<file path="src/rtl/uart_pkg.sv">
// uart_pkg: shared types and helpers for the UART configuration receiver.
//   rx_state_t  - byte-level receive FSM states
//   pkt_state_t - packet parser states (addr, data, chk)
//   pkt_chk()   - packet checksum (addr XOR data), computed at CHK_W bits
//                 and truncated by the caller to its data width
package uart_pkg;

  typedef enum logic [2:0] {
    RX_IDLE,
    RX_START,
    RX_DATA,
    RX_STOP,
    RX_BREAK
  } rx_state_t;

  typedef enum logic [1:0] {
    P_ADDR,
    P_DATA,
    P_CHK
  } pkt_state_t;

  localparam int unsigned CHK_W = 16;

  function automatic logic [CHK_W-1:0] pkt_chk(input logic [CHK_W-1:0] addr,
                                               input logic [CHK_W-1:0] data);
    return addr ^ data;
  endfunction

endpackage

</file>
<file path="src/rtl/uart_rx_byte.sv">
// uart_rx_byte: single-byte UART receiver (start, DATA_BITS data LSB-first, stop).
// Ports:
//   clk        - system clock
//   rst_n      - synchronous active-low reset
//   uart_data  - asynchronous serial line, idles high
//   byte_valid - one-cycle pulse, byte_data holds the received byte
//   byte_data  - last received byte
//   frame_err  - one-cycle pulse when the stop bit is sampled low
//   active     - byte FSM is not idle
module uart_rx_byte
  import uart_pkg::*;
#(
  parameter int unsigned CLKS_PER_BIT = 52,
  parameter int unsigned DATA_BITS    = 8
) (
  input  logic                 clk,
  input  logic                 rst_n,
  input  logic                 uart_data,
  output logic                 byte_valid,
  output logic [DATA_BITS-1:0] byte_data,
  output logic                 frame_err,
  output logic                 active
);

  localparam int unsigned CW = $clog2(CLKS_PER_BIT);
  localparam int unsigned IW = (DATA_BITS > 1) ? $clog2(DATA_BITS) : 1;
  localparam logic [CW-1:0] HALF_LD  = CW'(CLKS_PER_BIT / 2 - 1);
  localparam logic [CW-1:0] FULL_LD  = CW'(CLKS_PER_BIT - 1);
  localparam logic [IW-1:0] LAST_IDX = IW'(DATA_BITS - 1);

  logic                 sync1, sync2, line_d;
  logic [2:0]           primed;
  logic                 fall;
  rx_state_t            state;
  logic [CW-1:0]        bit_cnt;
  logic [IW-1:0]        data_idx;
  logic [DATA_BITS-1:0] shreg;

  // primed marks which pipeline stages hold real line samples rather than
  // reset values, so a line held low through reset cannot fake a falling edge.
  always_ff @(posedge clk) begin
    if (!rst_n) begin
      sync1  <= 1'b1;
      sync2  <= 1'b1;
      line_d <= 1'b1;
      primed <= '0;
    end else begin
      sync1  <= uart_data;
      sync2  <= sync1;
      line_d <= sync2;
      primed <= {primed[1:0], 1'b1};
    end
  end

  assign fall   = primed[2] & line_d & ~sync2;
  assign active = (state != RX_IDLE);

  always_ff @(posedge clk) begin
    if (!rst_n) begin
      state      <= RX_IDLE;
      bit_cnt    <= '0;
      data_idx   <= '0;
      shreg      <= '0;
      byte_valid <= 1'b0;
      byte_data  <= '0;
      frame_err  <= 1'b0;
    end else begin
      byte_valid <= 1'b0;
      frame_err  <= 1'b0;
      unique case (state)
        RX_IDLE: begin
          if (fall) begin
            state   <= RX_START;
            bit_cnt <= HALF_LD;
          end
        end
        RX_START: begin
          if (bit_cnt != '0) begin
            bit_cnt <= bit_cnt - CW'(1);
          end else if (sync2) begin
            state <= RX_IDLE;
          end else begin
            state    <= RX_DATA;
            bit_cnt  <= FULL_LD;
            data_idx <= '0;
          end
        end
        RX_DATA: begin
          if (bit_cnt != '0) begin
            bit_cnt <= bit_cnt - CW'(1);
          end else begin
            shreg   <= {sync2, shreg[DATA_BITS-1:1]};
            bit_cnt <= FULL_LD;
            if (data_idx == LAST_IDX) begin
              state <= RX_STOP;
            end else begin
              data_idx <= data_idx + IW'(1);
            end
          end
        end
        RX_STOP: begin
          if (bit_cnt != '0) begin
            bit_cnt <= bit_cnt - CW'(1);
          end else if (sync2) begin
            byte_valid <= 1'b1;
            byte_data  <= shreg;
            state      <= RX_IDLE;
          end else begin
            frame_err <= 1'b1;
            state     <= RX_BREAK;
          end
        end
        RX_BREAK: begin
          if (sync2) state <= RX_IDLE;
        end
        default: state <= RX_IDLE;
      endcase
    end
  end

endmodule

</file>
<file path="src/rtl/uart_cfg_rx.sv">
// uart_cfg_rx: addressed UART configuration loader. Packets are three bytes
// (addr, data, chk = addr ^ data); a valid packet writes par[addr].
// Ports:
//   clk       - system clock
//   rst_n     - synchronous active-low reset
//   uart_data - asynchronous serial line, idles high
//   par       - PAR_NUM config registers of DATA_BITS each
//   par_upd   - one-cycle pulse when a par entry is written
//   par_idx   - index of the last written entry
//   frame_err - one-cycle pulse on a low stop bit
//   pkt_err   - one-cycle pulse on bad checksum, bad address or timeout
//   busy      - byte receiver active or packet in progress
module uart_cfg_rx
  import uart_pkg::*;
#(
  parameter int unsigned CLKS_PER_BIT = 52,
  parameter int unsigned DATA_BITS    = 8,
  parameter int unsigned PAR_NUM      = 5,
  parameter int unsigned PAR_RST      = 0,
  parameter int unsigned TIMEOUT_BITS = 20,
  localparam int unsigned IDX_W = (PAR_NUM > 1) ? $clog2(PAR_NUM) : 1
) (
  input  logic                              clk,
  input  logic                              rst_n,
  input  logic                              uart_data,
  output logic [PAR_NUM-1:0][DATA_BITS-1:0] par,
  output logic                              par_upd,
  output logic [IDX_W-1:0]                  par_idx,
  output logic                              frame_err,
  output logic                              pkt_err,
  output logic                              busy
);

  localparam int unsigned TMO = TIMEOUT_BITS * CLKS_PER_BIT;
  localparam int unsigned GW  = $clog2(TMO + 1);
  localparam logic [GW-1:0] TMO_CNT = GW'(TMO);

  logic                 byte_valid;
  logic [DATA_BITS-1:0] byte_data;
  logic                 rx_active;
  pkt_state_t           pstate;
  logic [DATA_BITS-1:0] addr_q, data_q;
  logic [GW-1:0]        gap_cnt;
  logic [CHK_W-1:0]     chk_exp;
  logic                 chk_ok, addr_ok;

  uart_rx_byte #(
    .CLKS_PER_BIT(CLKS_PER_BIT),
    .DATA_BITS   (DATA_BITS)
  ) u_rx (
    .clk       (clk),
    .rst_n     (rst_n),
    .uart_data (uart_data),
    .byte_valid(byte_valid),
    .byte_data (byte_data),
    .frame_err (frame_err),
    .active    (rx_active)
  );

  assign chk_exp = pkt_chk(CHK_W'(addr_q), CHK_W'(data_q));
  assign chk_ok  = (byte_data == chk_exp[DATA_BITS-1:0]);
  assign addr_ok = (32'(addr_q) < PAR_NUM);
  assign busy    = rx_active | (pstate != P_ADDR);

  always_ff @(posedge clk) begin
    if (!rst_n) begin
      pstate  <= P_ADDR;
      addr_q  <= '0;
      data_q  <= '0;
      gap_cnt <= '0;
      par     <= {PAR_NUM{DATA_BITS'(PAR_RST)}};
      par_upd <= 1'b0;
      par_idx <= '0;
      pkt_err <= 1'b0;
    end else begin
      par_upd <= 1'b0;
      pkt_err <= 1'b0;
      unique case (pstate)
        P_ADDR: begin
          gap_cnt <= '0;
          if (byte_valid) begin
            addr_q <= byte_data;
            pstate <= P_DATA;
          end
        end
        P_DATA, P_CHK: begin
          // byte_valid outranks the timeout terminal count in the same cycle.
          if (byte_valid) begin
            gap_cnt <= '0;
            if (pstate == P_DATA) begin
              data_q <= byte_data;
              pstate <= P_CHK;
            end else begin
              pstate <= P_ADDR;
              if (chk_ok && addr_ok) begin
                par[addr_q[IDX_W-1:0]] <= data_q;
                par_upd                <= 1'b1;
                par_idx                <= addr_q[IDX_W-1:0];
              end else begin
                pkt_err <= 1'b1;
              end
            end
          end else if (frame_err) begin
            pstate  <= P_ADDR;
            gap_cnt <= '0;
          end else if (gap_cnt == TMO_CNT) begin
            pkt_err <= 1'b1;
            pstate  <= P_ADDR;
            gap_cnt <= '0;
          end else begin
            gap_cnt <= gap_cnt + GW'(1);
          end
        end
        default: pstate <= P_ADDR;
      endcase
    end
  end

endmodule

</file>
<file path="config.mk">
export PLATFORM = sky130hd
export DESIGN_NAME = uart_cfg_rx
export DESIGN_NICKNAME = d
export VERILOG_FILES = /design/src/rtl/uart_pkg.sv /design/src/rtl/uart_rx_byte.sv /design/src/rtl/uart_cfg_rx.sv
export SDC_FILE = /design/constraint.sdc
export NUM_CORES = 1
export LEC_CHECK = 0
export BUFFER_PORTS_ARGS = -buffer_cell sky130_fd_sc_hd__buf_2
export CORE_MARGIN = 3
export CORE_UTILIZATION = 28
export CTS_CLUSTER_SIZE = 28
export DETAILED_ROUTE_END_ITERATION = 8
export PLACE_DENSITY = 0.42
export SYNTH_ARGS = -nofsm -noshare
export SYNTH_HDL_FRONTEND = slang
export SYNTH_SLANG_ARGS = --single-unit
</file>
<file path="constraint.sdc">
create_clock -name clk -period 5.4 [get_ports clk]
set_input_delay 0.27 -clock clk [delete_from_list [all_inputs] [get_ports clk]]
set_output_delay 0.27 -clock clk [all_outputs]
set_load 0.01 [all_outputs]
</file>
# Word level (Yosys, flattened, before mapping)
# Cells that the tools add are included.
# word_totals
register_bits,110
input_bits,3
out_inout_bits,47
wordCells,127
# classes
n_reduce_logical,23
mux,42
n_addsub,3
bitwise,11
eq_ne,21
n_lt_le_gt_ge,3
# ops
operator,n
40-bit bitwise mux,1
11-bit 2-to-1 mux,3
3-bit 2-to-1 mux,11
6-bit 2-to-1 mux,5
8-bit demux with 3-bit select,1
6-bit case mux with 4 select lines,1
11-bit case mux with 2 select lines,1
3-bit case mux with 5 select lines,1
2-bit 2-to-1 mux,6
11-bit by 1-bit adder with 11-bit output (second input constant),1
11-bit equality test (second input constant),1
2-bit by 1-bit inequality test with 1-bit output (second input constant),5
2-bit inequality test (second input constant),5
1-bit 2-to-1 mux,9
8-bit equality test,1
8-bit by 3-bit less-than comparator with 1-bit output (second input constant),1
8-bit 2-to-1 mux,1
2-bit AND reduction,4
4-bit AND reduction,2
8-bit XOR,1
1-bit inverter,7
3-bit by 2-bit equality test with 1-bit output (second input constant),2
3-bit equality test (second input constant),2
3-bit case mux with 2 select lines,1
other kinds (25),30

# Longest topological paths before layout
# logic_depth
word_depth,6
mapped_depth,8
depth_no_buf,7

# Modules after synthesis
# Synthesis repeated with hierarchy kept, for this count alone.
# hier_totals
hier_cells,486
hier_area_um2,4649.5
# by_module_without_submodules
mod,n_inst,cells_each,area_each_um2,seq_area_each_um2
uart_cfg_rx,1,326,3136.8,1481.4
uart_rx_byte,1,160,1512.7,720.7

# Least setup slack after synthesis
# OpenSTA, ideal clock, no wires.
# synth_path
kind,reg2reg
from,register addr_q[4]
to,register par[16] in the netlist's numbering
arrival_ps,2031
period_less_slack_ps,2152
path_buffers,1
required_ps,5278
path_stages_with_launch,7
path_slack_ps,3248
setup_time_ps,122
path_cell_list,dfxtp_1 > or4_4 > nor3_4 > nand4_4 > or4b_1 > buf_4 > mux2i_1
# synth_between
elab_chain_cells,4
word_cells_on_any_way,5
classes_between,1 x order compare; 1 x eq/ne; 1 x bitwise; 2 x reduce/logical
# synth_rtl
element,line_no,rtl
"start, declared",uart_cfg_rx.sv:42,"logic [DATA_BITS-1:0] addr_q, data_q;"
"start signal, assigned",uart_cfg_rx.sv:82,addr_q <= byte_data;
"parallel branches: the longest is 2 deep, another holds 8-bit by 3-bit less-than comparator with 1-bit output",n/a,
1-bit logical AND *,uart_cfg_rx.sv:95,if (chk_ok && addr_ok) begin
4-bit AND reduction (no source line) *,n/a,
"end signal, assigned",uart_cfg_rx.sv:71,par <= {PAR_NUM{DATA_BITS'(PAR_RST)}};
"end signal, assigned by index",uart_cfg_rx.sv:96,par[addr_q[IDX_W-1:0]] <= data_q;
"end, declared",uart_cfg_rx.sv:26,"output logic [PAR_NUM-1:0][DATA_BITS-1:0] par,"
# Mark *: on every way between the ends.
# A chain may end at the register's enable or synchronous reset.

# Worst setup path after layout
# layout_path
from,register u_rx.byte_valid
to,register par[19] in the netlist's numbering
# layout_between
elab_chain_cells,1
# layout_rtl
element,line_no,rtl
"start, declared",uart_rx_byte.sv:19,"output logic byte_valid,"
"start signal, assigned",uart_rx_byte.sv:64,byte_valid <= 1'b0;
"start signal, assigned",uart_rx_byte.sv:68,byte_valid <= 1'b0;
"start signal, assigned",uart_rx_byte.sv:105,byte_valid <= 1'b1;
4-bit AND reduction (no source line),n/a,
# Every way passes these cells.

==> summary.md <==
| Metric | Value |
|---|---|
| Status | finished clean |
| Min-delay src | uart_data |
| Clk sinks | 110 |
| Endpoints failing hold | 0 |
| Syn. warnings | 0 |
| Ys flop type | dfxtp_1 |
| Switching part of the total | roughly 22% |
| Vias in the first global route | 3329 |
| Num rows | 46 |
| Routed Antenna Nets | 0 |
| Crit path required time | ~5600 ps |
| Mux cell area share after synthesis | 12.0% |
| Deepest clock path buffer count | 2 |
| Sequential power share | a little over half |
| Max_slew headroom | 49.1% |
| Initial antenna violation count | 0 |
| Area growth syn-to-layout | 16.2% |
| Number of synthesized flops with an enable pin | 0 |
| Synthesized area | 0.00457 mm^2 |
| Die area | 0.0179 mm^2 |
| First-pass GRT wire length | 17.7 mm |
| Worst Setup End Kind | register |
| Clock root buffer | clkbuf_16 |
| Tcrit/Tclk final | approximately half |
| Worst r2r path cells | 5 |
| Hold buffers post-CTS | 0 |
| Combinational share of power | 1.7% |
| # fillers | 1656 |
| Crit Path Category | reg2reg |
| Post-synthesis xor/xnor area fraction | around 5.5% |
| Clock power share | 44.7% |
| Clock Skews | roughly 9.3 ps |
| Slew Viols, Final | 0 |
| Leakage | 2.23 nW |
| Adder-Cell Fraction of Synth Area | 2.19% |
| Register area share after synthesis | 48.2% |
| Die W | between 100 and 150 um |
| Startpoint types | register |
| Drt wl/cell | ~14 um |
| Worst-Skew Late Latency | around 350 ps |
| CTS Buf Count | 9 |
| Min-Delay Path Class | in2reg |
| Worst Setup EP | par[19] |
| Final nets | 541 |
| Psw | 0.337 mW |
| # DRC | 0 |
| Total negative slack | 0 ps |
| Multi-input gate area | 0.00223 mm^2 |
| Post-Route WL | around 11 mm |
| Area occupied by registers | 0.00220 mm^2 |
| Worst Setup SP | u_rx.byte_valid |
| Vias | 3426 |
| Fraction of layout cells with a size suffix above 1 | 14.0% |
| Vias per std cell | 4.56 |
| Post-cts resize count | 0 |
| Total core area | ~0.016 mm^2 |
| Peak Freq | 383 MHz |
| Postcts setup bufs | 0 |
| Total track usage | 12.4% |
| Placer congestion estimate | between 0.7 and 0.8 |
| Gate Count Post-Synth | 494 |
| Initial core utilization | 28.7% |
| Reg-to-reg setup timing slack | ~2800 ps |
| R2r endpoint | par[19] |
| RSZ-0062 raised after global routing | no |
| Syn nets | 505 |
| Avg Inst Size Synth | 9.25 um^2 |
| #FFs+latches synth | 110 |
| Fin Hold WS | 96.2 ps |
| Maxcap violations | 0 |
| H-tree Lvls | 3 |
| Maximum vdd drop | between 0.00015 and 0.0002 V |
| Initial DRC count | 195 |
| Worst Tran Pin Value | between 700 and 800 ps |
| Drt pass-1 iters | 4 |
| Largest net degree at the start of global routing | 60 |
| Cell Int Power | between 1 and 1.5 mW |
| CTS tree | yes |
| Minimum clock period | 2610 ps |
| Pwr/cell area | 287 mW/mm^2 |
| Ant diodes | 0 |
| Synth unique cells | 46 |
| Crit Path Max Fanout | 22 |
| Dpl hpwl | 7.46 mm |
| Clk slew on worst S/H paths | 80 ps |
| FFs w/ async S/R, synth | 0% |
| # IOs | 50 |
| GR Overflow Total | 0 |
| Main combinational cell family by area after synthesis | simple AND/OR/NAND/NOR gates |
| Die H | between 100 and 150 um |
| CP arrival | roughly 2800 ps |
| Launch point of the worst reg-to-reg path | u_rx.byte_valid |
| # port buffers | 49 |
| Synth Area in Compound Gates | 6.98% |
| Setup-failing EPs final | 0 |
| Post-Synth Simple-Gate Area | 22.0% |
[state kept, by name, summed over array words and instances, names as in the netlist, 2 cells and up]
signal / cells
u_rx.data_idx: 3
u_rx.byte_data: 8
u_rx.shreg: 8
u_rx.bit_cnt: 6
par_idx: 3
u_rx.state: 3
par: 40
gap_cnt: 11
u_rx.primed: 3
data_q: 8
pstate: 2
addr_q: 8
[synthesized netlist by cell type (all sizes together), types with 3 or more instances]
cell,count,area (um^2)
inv,7,26.3
nand3,28,140
clkbuf,23,86.3
buf,5,26.3
nand2,90,338
nand3b,4,30.0
mux2i,55,551
nor3,9,56.3
nand2b,6,37.5
nor2,39,149
dfxtp,110,2200
a21oi,38,190
xnor3,4,90.1
nor2b,7,43.8
or4b,3,30.0
ha,8,100
xor2,5,43.8
o21ai,10,50.0
xnor2,8,70.1
nand4,7,58.8
[cells by family (layout without fill, tap and decap cells)]
| kind of cell | count (synthesis) | count (layout) |
|---|---|---|
| mux | 55 | 55 |
| xor+xnor | 19 | 19 |
| buf+inv | 35 | 76 |
| flops | 110 | 110 |
| simple gates | 209 | 209 |
| compound gates | 58 | 58 |
| fa+ha+maj | 8 | 8 |
[area by class of cell]
type                       instances  share of cell area (%)
tap                              216                    5.09
multi-input combinational        349                    42.0
timing repair buffer              53                    5.19
inverter                           7                   0.495
sequential                       110                    41.5
clock inverter                     7                    1.53
clock buffer                       9                    4.24
[cells in the final DEF (no fill, tap or decap), types with 2 or more instances in the layout]
cell	Yosys	routed
nand4b_1	2	2
nor3_1	8	8
nand2b_1	6	6
and2_1	2	2
xor3_1	2	2
or4b_1	3	3
inv_1	7	7
dfxtp_1	110	110
nand3_1	28	28
clkinvlp_4	0	3
nor2b_1	7	7
xnor3_1	4	4
xnor2_1	8	8
a21oi_1	38	38
nor3b_1	2	2
nand4_1	6	6
a211oi_1	2	2
clkbuf_16	0	9
nor2_1	38	38
ha_1	8	8
o21ai_0	9	9
nand3b_1	4	4
and3_1	2	2
buf_2	3	49
nor4_1	2	2
xor2_1	5	5
mux2i_1	55	55
nand2_1	90	90
a31oi_1	2	2
buf_4	1	4
[per-stage QoR]
stage / power (mW) / worst slack, ps / cell area (um^2) / instances / util, %
after CTS: 1.55 / 2780 / 5310 / 751 / 33.3
after global routing: 1.59 / 2620 / 5310 / 751 / 33.3
final: 1.52 / 2790 / 5310 / 751 / 33.3
after floorplan: 0.852 / 3250 / 4570 / 494 / -
after detailed placement: 0.861 / 2790 / 5000 / 735 / 31.4
after global placement: 0.861 / 2870 / 5000 / 735 / 31.4
[critical path: stages (launching register included)]
cell      delay (ps)
dfxtp_1          820
nand3b_1         260
nor3_4           210
nand4_4          200
or4b_1           800
mux2i_1          200
[power groups by stage]
| stage | clock [mW] | combinational [mW] | sequential, mW |
|---|---|---|---|
| 4_1_cts | 0.710 | 0.0273 | 0.815 |
| 2_1_floorplan | 0 | 0.0191 | 0.833 |
| 3_3_place_gp | 0 | 0.0268 | 0.834 |
| 6_report | 0.680 | 0.0266 | 0.815 |
| 5_1_grt | 0.742 | 0.0297 | 0.815 |
| 3_5_place_dp | 0 | 0.0273 | 0.834 |
[how the worst min path moves through the flow]
stage	end	slack (ps)	cells after the start
after floorplan	u_rx.primed[0]	300	0
after global placement	u_rx.sync2	390	1
after detailed placement	u_rx.sync2	400	1
after CTS	u_rx.sync1	80	2
after global routing	u_rx.sync1	90	2
final	u_rx.sync1	100	2
[metal layers]
layer	share of wire, %	global-route usage, %	vias up
li1	-	-	1761
met1	50	16.8	1601
met2	45	19.7	53
met3	3.7	2.42	11
met4	1.5	4.46	0
met5	0	0	-
(Power assumes the default switching activity.)
